File: src/rtl/parking_pkg.sv
// Shared types for the parking occupancy controller.
// This file holds the lane state encoding, the normalised sensor codes and a popcount helper.
package parking_pkg;

  typedef enum logic [2:0] {
    S_IDLE = 3'd0,
    S_IN1  = 3'd1,
    S_IN2  = 3'd2,
    S_IN3  = 3'd3,
    S_OUT1 = 3'd4,
    S_OUT2 = 3'd5,
    S_OUT3 = 3'd6,
    S_ERR  = 3'd7
  } lane_state_t;

  // ab = {outer, inner}, 1 = beam blocked
  localparam logic [1:0] AB_NONE = 2'b00;
  localparam logic [1:0] AB_A    = 2'b10;
  localparam logic [1:0] AB_BOTH = 2'b11;
  localparam logic [1:0] AB_B    = 2'b01;

  function automatic logic [3:0] popcount8(input logic [7:0] v);
    logic [3:0] n;
    n = '0;
    for (int i = 0; i < 8; i++) n = n + 4'(v[i]);
    return n;
  endfunction

endpackage

File: src/rtl/lane_dir_fsm.sv
// Direction decoder for one gate's normalised sensor pair.
// The event outputs are combinational strobes for the edge that moves the state, so the top registers them alongside the count.
module lane_dir_fsm
  import parking_pkg::*;
(
  input  logic       clk,
  input  logic       reset,
  input  logic       clear,
  input  logic [1:0] ab,
  output logic       entry,
  output logic       exit_evt,
  output logic       seq_error
);

  lane_state_t state_q, state_d;

  always_ff @(posedge clk or negedge reset) begin
    if (!reset) state_q <= S_IDLE;
    else        state_q <= state_d;
  end

  always_comb begin
    state_d   = state_q;
    entry     = 1'b0;
    exit_evt  = 1'b0;
    seq_error = 1'b0;
    case (state_q)
      S_IDLE: begin
        if      (ab == AB_A)    state_d = S_IN1;
        else if (ab == AB_B)    state_d = S_OUT1;
        else if (ab == AB_BOTH) state_d = S_ERR;
      end
      S_IN1: begin
        if      (ab == AB_BOTH) state_d = S_IN2;
        else if (ab == AB_NONE) state_d = S_IDLE;
        else if (ab == AB_B)    state_d = S_ERR;
      end
      S_IN2: begin
        if      (ab == AB_B)    state_d = S_IN3;
        else if (ab == AB_A)    state_d = S_IN1;
        else if (ab == AB_NONE) state_d = S_IDLE;
      end
      S_IN3: begin
        if (ab == AB_NONE) begin
          state_d = S_IDLE;
          entry   = 1'b1;
        end
        else if (ab == AB_BOTH) state_d = S_IN2;
        else if (ab == AB_A)    state_d = S_ERR;
      end
      S_OUT1: begin
        if      (ab == AB_BOTH) state_d = S_OUT2;
        else if (ab == AB_NONE) state_d = S_IDLE;
        else if (ab == AB_A)    state_d = S_ERR;
      end
      S_OUT2: begin
        if      (ab == AB_A)    state_d = S_OUT3;
        else if (ab == AB_B)    state_d = S_OUT1;
        else if (ab == AB_NONE) state_d = S_IDLE;
      end
      S_OUT3: begin
        if (ab == AB_NONE) begin
          state_d  = S_IDLE;
          exit_evt = 1'b1;
        end
        else if (ab == AB_BOTH) state_d = S_OUT2;
        else if (ab == AB_B)    state_d = S_ERR;
      end
      S_ERR: begin
        if (ab == AB_NONE) state_d = S_IDLE;
      end
      default: state_d = S_IDLE;
    endcase

    seq_error = (state_d == S_ERR) && (state_q != S_ERR);

    // clear wins over anything the lane decoded this cycle
    if (clear) begin
      state_d   = S_IDLE;
      entry     = 1'b0;
      exit_evt  = 1'b0;
      seq_error = 1'b0;
    end
  end

endmodule

File: src/rtl/parking_occupancy_ctrl.sv
// Multi-gate occupancy controller: per-lane direction decode feeding a saturating count.
// The count, the clamp pulses and the lane event pulses all register on the same edge.
module parking_occupancy_ctrl
  import parking_pkg::*;
#(
  parameter int LANES      = 2,
  parameter int CAPACITY   = 7,
  parameter bit ACTIVE_LOW = 1'b1,
  localparam int CNT_W     = $clog2(CAPACITY + 1)
) (
  input  logic             clk,
  input  logic             reset,
  input  logic [LANES-1:0] sensor_a,
  input  logic [LANES-1:0] sensor_b,
  input  logic             clear,
  output logic [CNT_W-1:0] count,
  output logic             full,
  output logic             empty,
  output logic [LANES-1:0] entry_pulse,
  output logic [LANES-1:0] exit_pulse,
  output logic [LANES-1:0] seq_error,
  output logic             overflow,
  output logic             underflow
);

  localparam int SW = CNT_W + 4;
  localparam logic signed [SW-1:0] CAP_S = SW'(CAPACITY);

  logic [LANES-1:0][1:0] ab;
  logic [LANES-1:0]      ent_ev, ext_ev, err_ev;

  for (genvar i = 0; i < LANES; i++) begin : g_lane
    assign ab[i] = ACTIVE_LOW ? ~{sensor_a[i], sensor_b[i]} : {sensor_a[i], sensor_b[i]};

    lane_dir_fsm u_fsm (
      .clk      (clk),
      .reset    (reset),
      .clear    (clear),
      .ab       (ab[i]),
      .entry    (ent_ev[i]),
      .exit_evt (ext_ev[i]),
      .seq_error(err_ev[i])
    );
  end

  logic [CNT_W-1:0]     count_q, count_d;
  logic [LANES-1:0]     ent_q, ext_q, err_q;
  logic                 ovf_q, ovf_d, unf_q, unf_d;
  logic [3:0]           n_in, n_out;
  logic signed [SW-1:0] sum;

  always_comb begin
    n_in    = popcount8(8'(ent_ev));
    n_out   = popcount8(8'(ext_ev));
    sum     = $signed(SW'(count_q)) + $signed(SW'(n_in)) - $signed(SW'(n_out));
    count_d = sum[CNT_W-1:0];
    ovf_d   = 1'b0;
    unf_d   = 1'b0;
    if (clear) begin
      count_d = '0;
    end
    else if (sum[SW-1]) begin
      count_d = '0;
      unf_d   = 1'b1;
    end
    else if (sum > CAP_S) begin
      count_d = CNT_W'(CAPACITY);
      ovf_d   = 1'b1;
    end
  end

  // lane strobes are already masked by clear inside each FSM
  always_ff @(posedge clk or negedge reset) begin
    if (!reset) begin
      count_q <= '0;
      ent_q   <= '0;
      ext_q   <= '0;
      err_q   <= '0;
      ovf_q   <= 1'b0;
      unf_q   <= 1'b0;
    end
    else begin
      count_q <= count_d;
      ent_q   <= ent_ev;
      ext_q   <= ext_ev;
      err_q   <= err_ev;
      ovf_q   <= ovf_d;
      unf_q   <= unf_d;
    end
  end

  assign count       = count_q;
  assign full        = (count_q == CNT_W'(CAPACITY));
  assign empty       = (count_q == '0);
  assign entry_pulse = ent_q;
  assign exit_pulse  = ext_q;
  assign seq_error   = err_q;
  assign overflow    = ovf_q;
  assign underflow   = unf_q;

endmodule

File: config.mk
export PLATFORM = sky130hd
export DESIGN_NAME = parking_occupancy_ctrl
export DESIGN_NICKNAME = d
export VERILOG_FILES = /design/src/rtl/parking_pkg.sv /design/src/rtl/lane_dir_fsm.sv /design/src/rtl/parking_occupancy_ctrl.sv
export SDC_FILE = /design/constraint.sdc
export NUM_CORES = 1
export LEC_CHECK = 0
export BUFFER_PORTS_ARGS = -buffer_cell sky130_fd_sc_hd__buf_2
export CAP_MARGIN = 0
export CORE_MARGIN = 3
export CORE_UTILIZATION = 50
export DETAILED_ROUTE_END_ITERATION = 8
export PLACE_DENSITY_LB_ADDON = 0.15
export SYNTH_ARGS = -nofsm -noshare
export SYNTH_HDL_FRONTEND = slang
export SYNTH_HIERARCHICAL = 1
export SYNTH_SLANG_ARGS = --single-unit
File: constraint.sdc
create_clock -name clk -period 3.6 [get_ports clk]
set_input_delay 0.36 -clock clk [delete_from_list [all_inputs] [get_ports clk]]
set_output_delay 0.36 -clock clk [all_outputs]
set_load 0.005 [all_outputs]
# Word level (Yosys, flattened, before mapping)
# Index checks and enable logic that the tools add are counted.
# classes
addsub	4
magnitude_cmp	1
n_eq_ne	25
n_mux	60
n_bitwise	2
reduce_logical	7
# ops
operator	n
2-to-1 mux 3 bit	41
one-hot mux 3 bit (8 select lines)	2
equality test 3 bit, second input constant	11
2-to-1 mux 1 bit	17
equality test 3 x 2 -> 1 bit, second input constant	4
zero test 3 bit	3
equality test 2 bit, second input constant	4
equality test 3 x 1 -> 1 bit, second input constant	2
inequality test 3 bit, second input constant	2
> comparator 5 x 4 -> 1 bit, second input constant	1
subtractor 4 x 2 -> 5 bit	1
adder 1 x 1 -> 2 bit	2
adder 3 x 2 -> 4 bit	1
equality test 2 x 1 -> 1 bit, second input constant	2
zero test 2 bit	2
NOT 2 bit	2
logical AND 1 bit	2
# word_totals
reg_bits	17
output_inout_bits	13
word_cells	107

# Longest topological paths before layout
# logic_depth
depth_word	12
depth_mapped	13
mapped_depth_nobuf	12

# Modules after synthesis
# Netlist, hierarchy kept.
# modules_own_cells
mod	n_inst	cells_per_inst	area_each_um2	seq_area_each_um2
lane_dir_fsm	2	39	326.6	75.1
parking_occupancy_ctrl	1	44	524.3	275.3

# Least setup slack after synthesis
# No wires, ideal clock.
# synth_timing
path_type	input port to flip-flop
startpoint	input sensor_b[0]
endpoint	register count_q[0] (netlist: count[0])
setup_ns	0.094
arrival_time_ns	2.910
required_ns	3.506
path_slack_ns	0.596
path_stages	12
cell_sequence	inv_1 -> buf_6 -> or4b_4 -> nor3b_2 -> fa_1 -> inv_1 -> fa_1 -> inv_1 -> ha_1 -> fa_1 -> xor2_1 -> a211oi_1
# synth_between
elab_chain_len	12
word_cells_on_any_way	15
classes_between	add/sub (4); order compare (1); mux (8); bitwise (1); reduce/logical (1)
# synth_lines
item	line_no	source
from (decl)	parking_occupancy_ctrl.sv:14	input logic [LANES-1:0] sensor_b,
NOT 2 bit (*)	parking_occupancy_ctrl.sv:33	assign ab[i] = ACTIVE_LOW ? ~{sensor_a[i], sensor_b[i]} : {sensor_a[i], sensor_b[i]};
zero test 2 bit (*)	lane_dir_fsm.sv:44	if (ab == AB_NONE) begin
2-to-1 mux 1 bit (*)	lane_dir_fsm.sv:44	
2-to-1 mux 1 bit (*)	lane_dir_fsm.sv:27	case (state_q)
2-to-1 mux 1 bit (*)	lane_dir_fsm.sv:78	if (clear) begin
via ent_ev[0]	parking_occupancy_ctrl.sv:30	logic [LANES-1:0] ent_ev, ext_ev, err_ev;
adder 1 x 1 -> 2 bit (*)	parking_pkg.sv:25	for (int i = 0; i < 8; i++) n = n + 4'(v[i]);
adder 3 x 2 -> 4 bit (*)	parking_occupancy_ctrl.sv:55	sum = $signed(SW'(count_q)) + $signed(SW'(n_in)) - $signed(SW'(n_out));
subtractor 4 x 2 -> 5 bit (*)	parking_occupancy_ctrl.sv:55	
> comparator 5 x 4 -> 1 bit	parking_occupancy_ctrl.sv:66	else if (sum > CAP_S) begin
2-to-1 mux 3 bit	parking_occupancy_ctrl.sv:66	
2-to-1 mux 3 bit (*)	parking_occupancy_ctrl.sv:62	else if (sum[SW-1]) begin
2-to-1 mux 3 bit (*)	parking_occupancy_ctrl.sv:59	if (clear) begin
via count_d[0]	parking_occupancy_ctrl.sv:46	logic [CNT_W-1:0] count_q, count_d;
to (signal assigned)	parking_occupancy_ctrl.sv:83	count_q <= count_d;
to (decl)	parking_occupancy_ctrl.sv:46	
# The timed path passes the listed nets; every way through them passes the cells marked *.

# Worst setup path after layout
# layout_timing
startpoint	register g_lane[0].u_fsm.state_q[1]
endpoint	register count_q[1] (netlist: count[1])
# layout_between
elab_chain_len	10
word_cells_on_any_way	14
classes_between	add/sub (4); order compare (1); eq/ne (2); mux (7)
# layout_lines
item	line_no	source
from (decl)	lane_dir_fsm.sv:15	lane_state_t state_q, state_d;
from (signal assigned)	lane_dir_fsm.sv:19	else state_q <= state_d;
equality test 3 x 2 -> 1 bit (*)	lane_dir_fsm.sv:27	
2-to-1 mux 1 bit (*)	lane_dir_fsm.sv:27	
2-to-1 mux 1 bit (*)	lane_dir_fsm.sv:78	
via ent_ev[0]	parking_occupancy_ctrl.sv:30	
adder 1 x 1 -> 2 bit (*)	parking_pkg.sv:25	
adder 3 x 2 -> 4 bit (*)	parking_occupancy_ctrl.sv:55	
subtractor 4 x 2 -> 5 bit (*)	parking_occupancy_ctrl.sv:55	
> comparator 5 x 4 -> 1 bit	parking_occupancy_ctrl.sv:66	
2-to-1 mux 3 bit	parking_occupancy_ctrl.sv:66	
2-to-1 mux 3 bit (*)	parking_occupancy_ctrl.sv:62	
2-to-1 mux 3 bit (*)	parking_occupancy_ctrl.sv:59	
via count_d[1]	parking_occupancy_ctrl.sv:46	
# Marks and branches as above.

==> summary.md <==
| Metric | Value |
|---|---|
| Detailed Routing Iterations Pass 1 | `5` |
| Die extent in x | `54.53 um` |
| #FFs+latches synth | `17` |
| CTS Buffer Depth | `2` |
| Main synth FF type | `dfrtp_1` |
| Netlist cell types | `33` |
| First-pass GRT wire length | `3594 um` |
| Via count | `885` |
| N_diodes | `0` |
| Non-filler cells, final | `164` |
| Area after DPL | `1256 sq um` |
| Seq pwr share | `0.577` |
| Die Span Y | `54.53 um` |
| Peak VDD IR | `0.2631 mV` |
| Initial drt markers | `10` |
| Final Cycle Share | `0.8553` |
| Final WS setup | `520.9 ps` |
| FFs w/ async S/R, synth | `1.000` |
| Number of placed instances with taps included | `159` |
| CTS sink cnt | `17` |
| Startpoint types | `flip-flop` |
| Share of post-route cells with drive strength above 1 | `0.2044` |
| Row cnt | `16` |
| Wirelength, routed | `2079 um` |
| Clock Power Share | `0.258` |
| Multi-input gate area | `634.4 sq um` |
| Area growth syn-to-layout | `9.883%` |
| Switching Fraction | `0.2757` |
| Int Power | `272.3 uW` |
| Commonest non-fill, non-tap cell in the layout | `buf_2` |
| CTS tree | `built` |
| Post-Syn Area | `1177 sq um` |
| Die Footprint | `2973 sq um` |
| WL per Instance | `12.68 um` |
| Final hold vios | `0` |
| Largest net degree at the start of global routing | `18` |
| Area of the core | `2102 sq um` |
| Design Area, Final | `1294 sq um` |
| Core Util, Final | `0.6155` |
| Initial antenna violation count | `0` |
| Post-synthesis mux area share | `0.01913` |
| Worst-Margin Slew | `364.3 ps` |
| Fill cells | `190` |
| Synth Area in XOR/XNOR | `0.007439` |
| I/O pins | `20` |
| Psw | `103.7 uW` |
| Largest family of logic cells by synthesized area | `simple AND/OR/NAND/NOR gates` |
| DRT antenna net count | `0` |
| Max-slew violations | `0` |
| Most frequent cells in the layout | `buf_2 (19), dfrtp_1 (17), inv_1 (16)` |
| Max-Cap Viols | `0` |
| Critical path data required time | `3800 ps` |
| Reg clk slew, reported paths | `100 ps` |
| Gr ovfl total | `0` |
| Overall routing resource usage | `0.1664` |
| # DRC | `0` |
| HPWL after detailed placement | `1540 um` |
| FF-to-FF path depth | `10` |
| Crit end category | `flip-flop` |
| Htree depth | `1` |
| Crit path max fanout | `12` |
| Gpl congestion | `0.7065` |
| WP data arrival | `3280 ps` |
| Ys Warns | `6` |
| Avg Cell Area, Syn | `9.651 sq um` |
| Fmax | `324.8 MHz` |
| Final net count | `153` |
| Fin Clk Skew | `7.719 ps` |
| Max-slew headroom | `0.7568` |
| Cells after synthesis | `122` |
| Number of global-route vias before repair | `819` |
| Setup TNS | `0 ps` |
| Register Area | `425.4 sq um` |
| Post-Syn Nets | `137` |
| Pwr/cell area | `290.6 nW/um^2` |
| RSZ-0062 raised after global routing | `no` |
| Tmin final | `3079 ps` |
| Worst skew pair latency | `280 ps` |
| Status | `completed` |
| Post-Synth Adder-Cell Area | `0.1105` |
| CP Class | `flip-flop to flip-flop` |
| CTS Buf Count | `3` |
| IO buf count | `19` |
| Vias per cell | `5.396` |
| Final setup violation count | `0` |
| Hold path depth | `4` |
| Simple-gate share of the synthesized area | `0.2572` |
| EDFF count, synth | `0` |
| Post-Place Setup Slack | `353.8 ps` |
| Initial Util | `0.5601` |
| LEAKAGE | `0.6195 nW` |
| Logic pwr share | `0.165` |
| Post-cts sizing count | `0` |
| Min-Delay Path Class | `input port to flip-flop` |
| Sequential share of the synthesized area | `0.3613` |
| Root cell of the clock tree | `clkbuf_4` |
| Compound-Gate Fraction of Synth Area | `0.1445` |
==> metrics by stage <==
stage | total power [mW] | hold WS [ps]
final | 0.3760 | 429.6
after global routing | 0.4035 | 440.8
after CTS | 0.3810 | 426.2
after detailed placement | 0.2826 | 295.6
after global placement | 0.2790 | 297.6
after floorplan | 0.2653 | 64.41
==> cell type report <==
class                   instances  share of cell area
clock inverters                 1            0.003868
well taps                      27             0.02611
inverters                      16             0.04642
flip-flops and latches         17              0.3288
clock buffers                   3             0.01741
multi-input cells              79              0.4903
repair buffers                 21             0.08704
==> cell usage after synthesis, drive strengths merged (4+ instances only) <==
cell,number,area share
buf,6,0.036
ha,4,0.043
fa,4,0.068
o21ai,6,0.026
a31oi,4,0.021
nor2,4,0.013
dfrtp,17,0.36
nand3b,4,0.026
clkbuf,4,0.013
nor3,5,0.021
nor3b,4,0.034
nor2b,4,0.021
inv,16,0.051
nand4bb,4,0.038
a21oi,6,0.026
==> flip-flops by register name, indices dropped and copies added (netlist names) <==
name	flops
underflow	1
seq_error	2
count	3
g_lane.u_fsm/state_q	6
exit_pulse	2
overflow	1
entry_pulse	2
==> metal layers <==
| metal | up-vias | wire length, um | global-route usage |
|---|---|---|---|
| met5 | - | 0 | 0 |
| met4 | 0 | 8 | 0.01245 |
| met3 | 2 | 100 | 0.04905 |
| met2 | 18 | 1003 | 0.2968 |
| met1 | 422 | 966 | 0.2047 |
| li1 | 443 | - | - |
==> cells by family (layout without fill, tap and decap cells) <==
| kind of cell | count (synthesis) | after routing |
|---|---|---|
| AO/OA/AOI/OAI | 27 | 27 |
| XOR/XNOR | 1 | 1 |
| adder cells (fa/ha/maj) | 8 | 8 |
| buffers and inverters | 26 | 41 |
| flip-flops | 17 | 17 |
| multiplexers | 2 | 2 |
| AND/OR/NAND/NOR | 41 | 41 |
==> worst max-delay path, cell delays in order, from the launching register on <==
cell and delay (ps):
dfrtp_1 520, or4b_4 510, nor3b_2 250, fa_1 420
inv_1 80, fa_1 160, inv_1 40, ha_1 220
fa_1 380, xor2_1 170, a211oi_1 250
==> final timing paths <==
kind | slack [ps] | start | to
max | 520 | g_lane[0].u_fsm/state_q[1] | count[1]
min | 430 | sensor_a[1] | entry_pulse[1]
max reg2reg | 520 | g_lane[0].u_fsm/state_q[1] | count[1]
min reg2reg | 680 | g_lane[1].u_fsm/state_q[2] | entry_pulse[1]
max in group asynchronous | 2830 | reset | g_lane[0].u_fsm/state_q[2]
min in group asynchronous | 500 | reset | count[1]
==> power groups by stage <==
stage               logic [mW]  registers (mW)  clock network [mW]
floorplan               0.0588           0.207                   0
global placement        0.0599           0.219                   0
detailed placement      0.0620           0.221                   0
CTS                     0.0630           0.217               0.101
global route            0.0712           0.220               0.113
finish                  0.0620           0.217              0.0970
==> repair_timing <==
action | CTS | global route
endpoints found under the hold margin | 17 | 0
setup endpoints to repair | 0 | 0
buffers inserted | 0 | 0
hold buffers | 1 | 0
(Power assumes the default switching activity.)
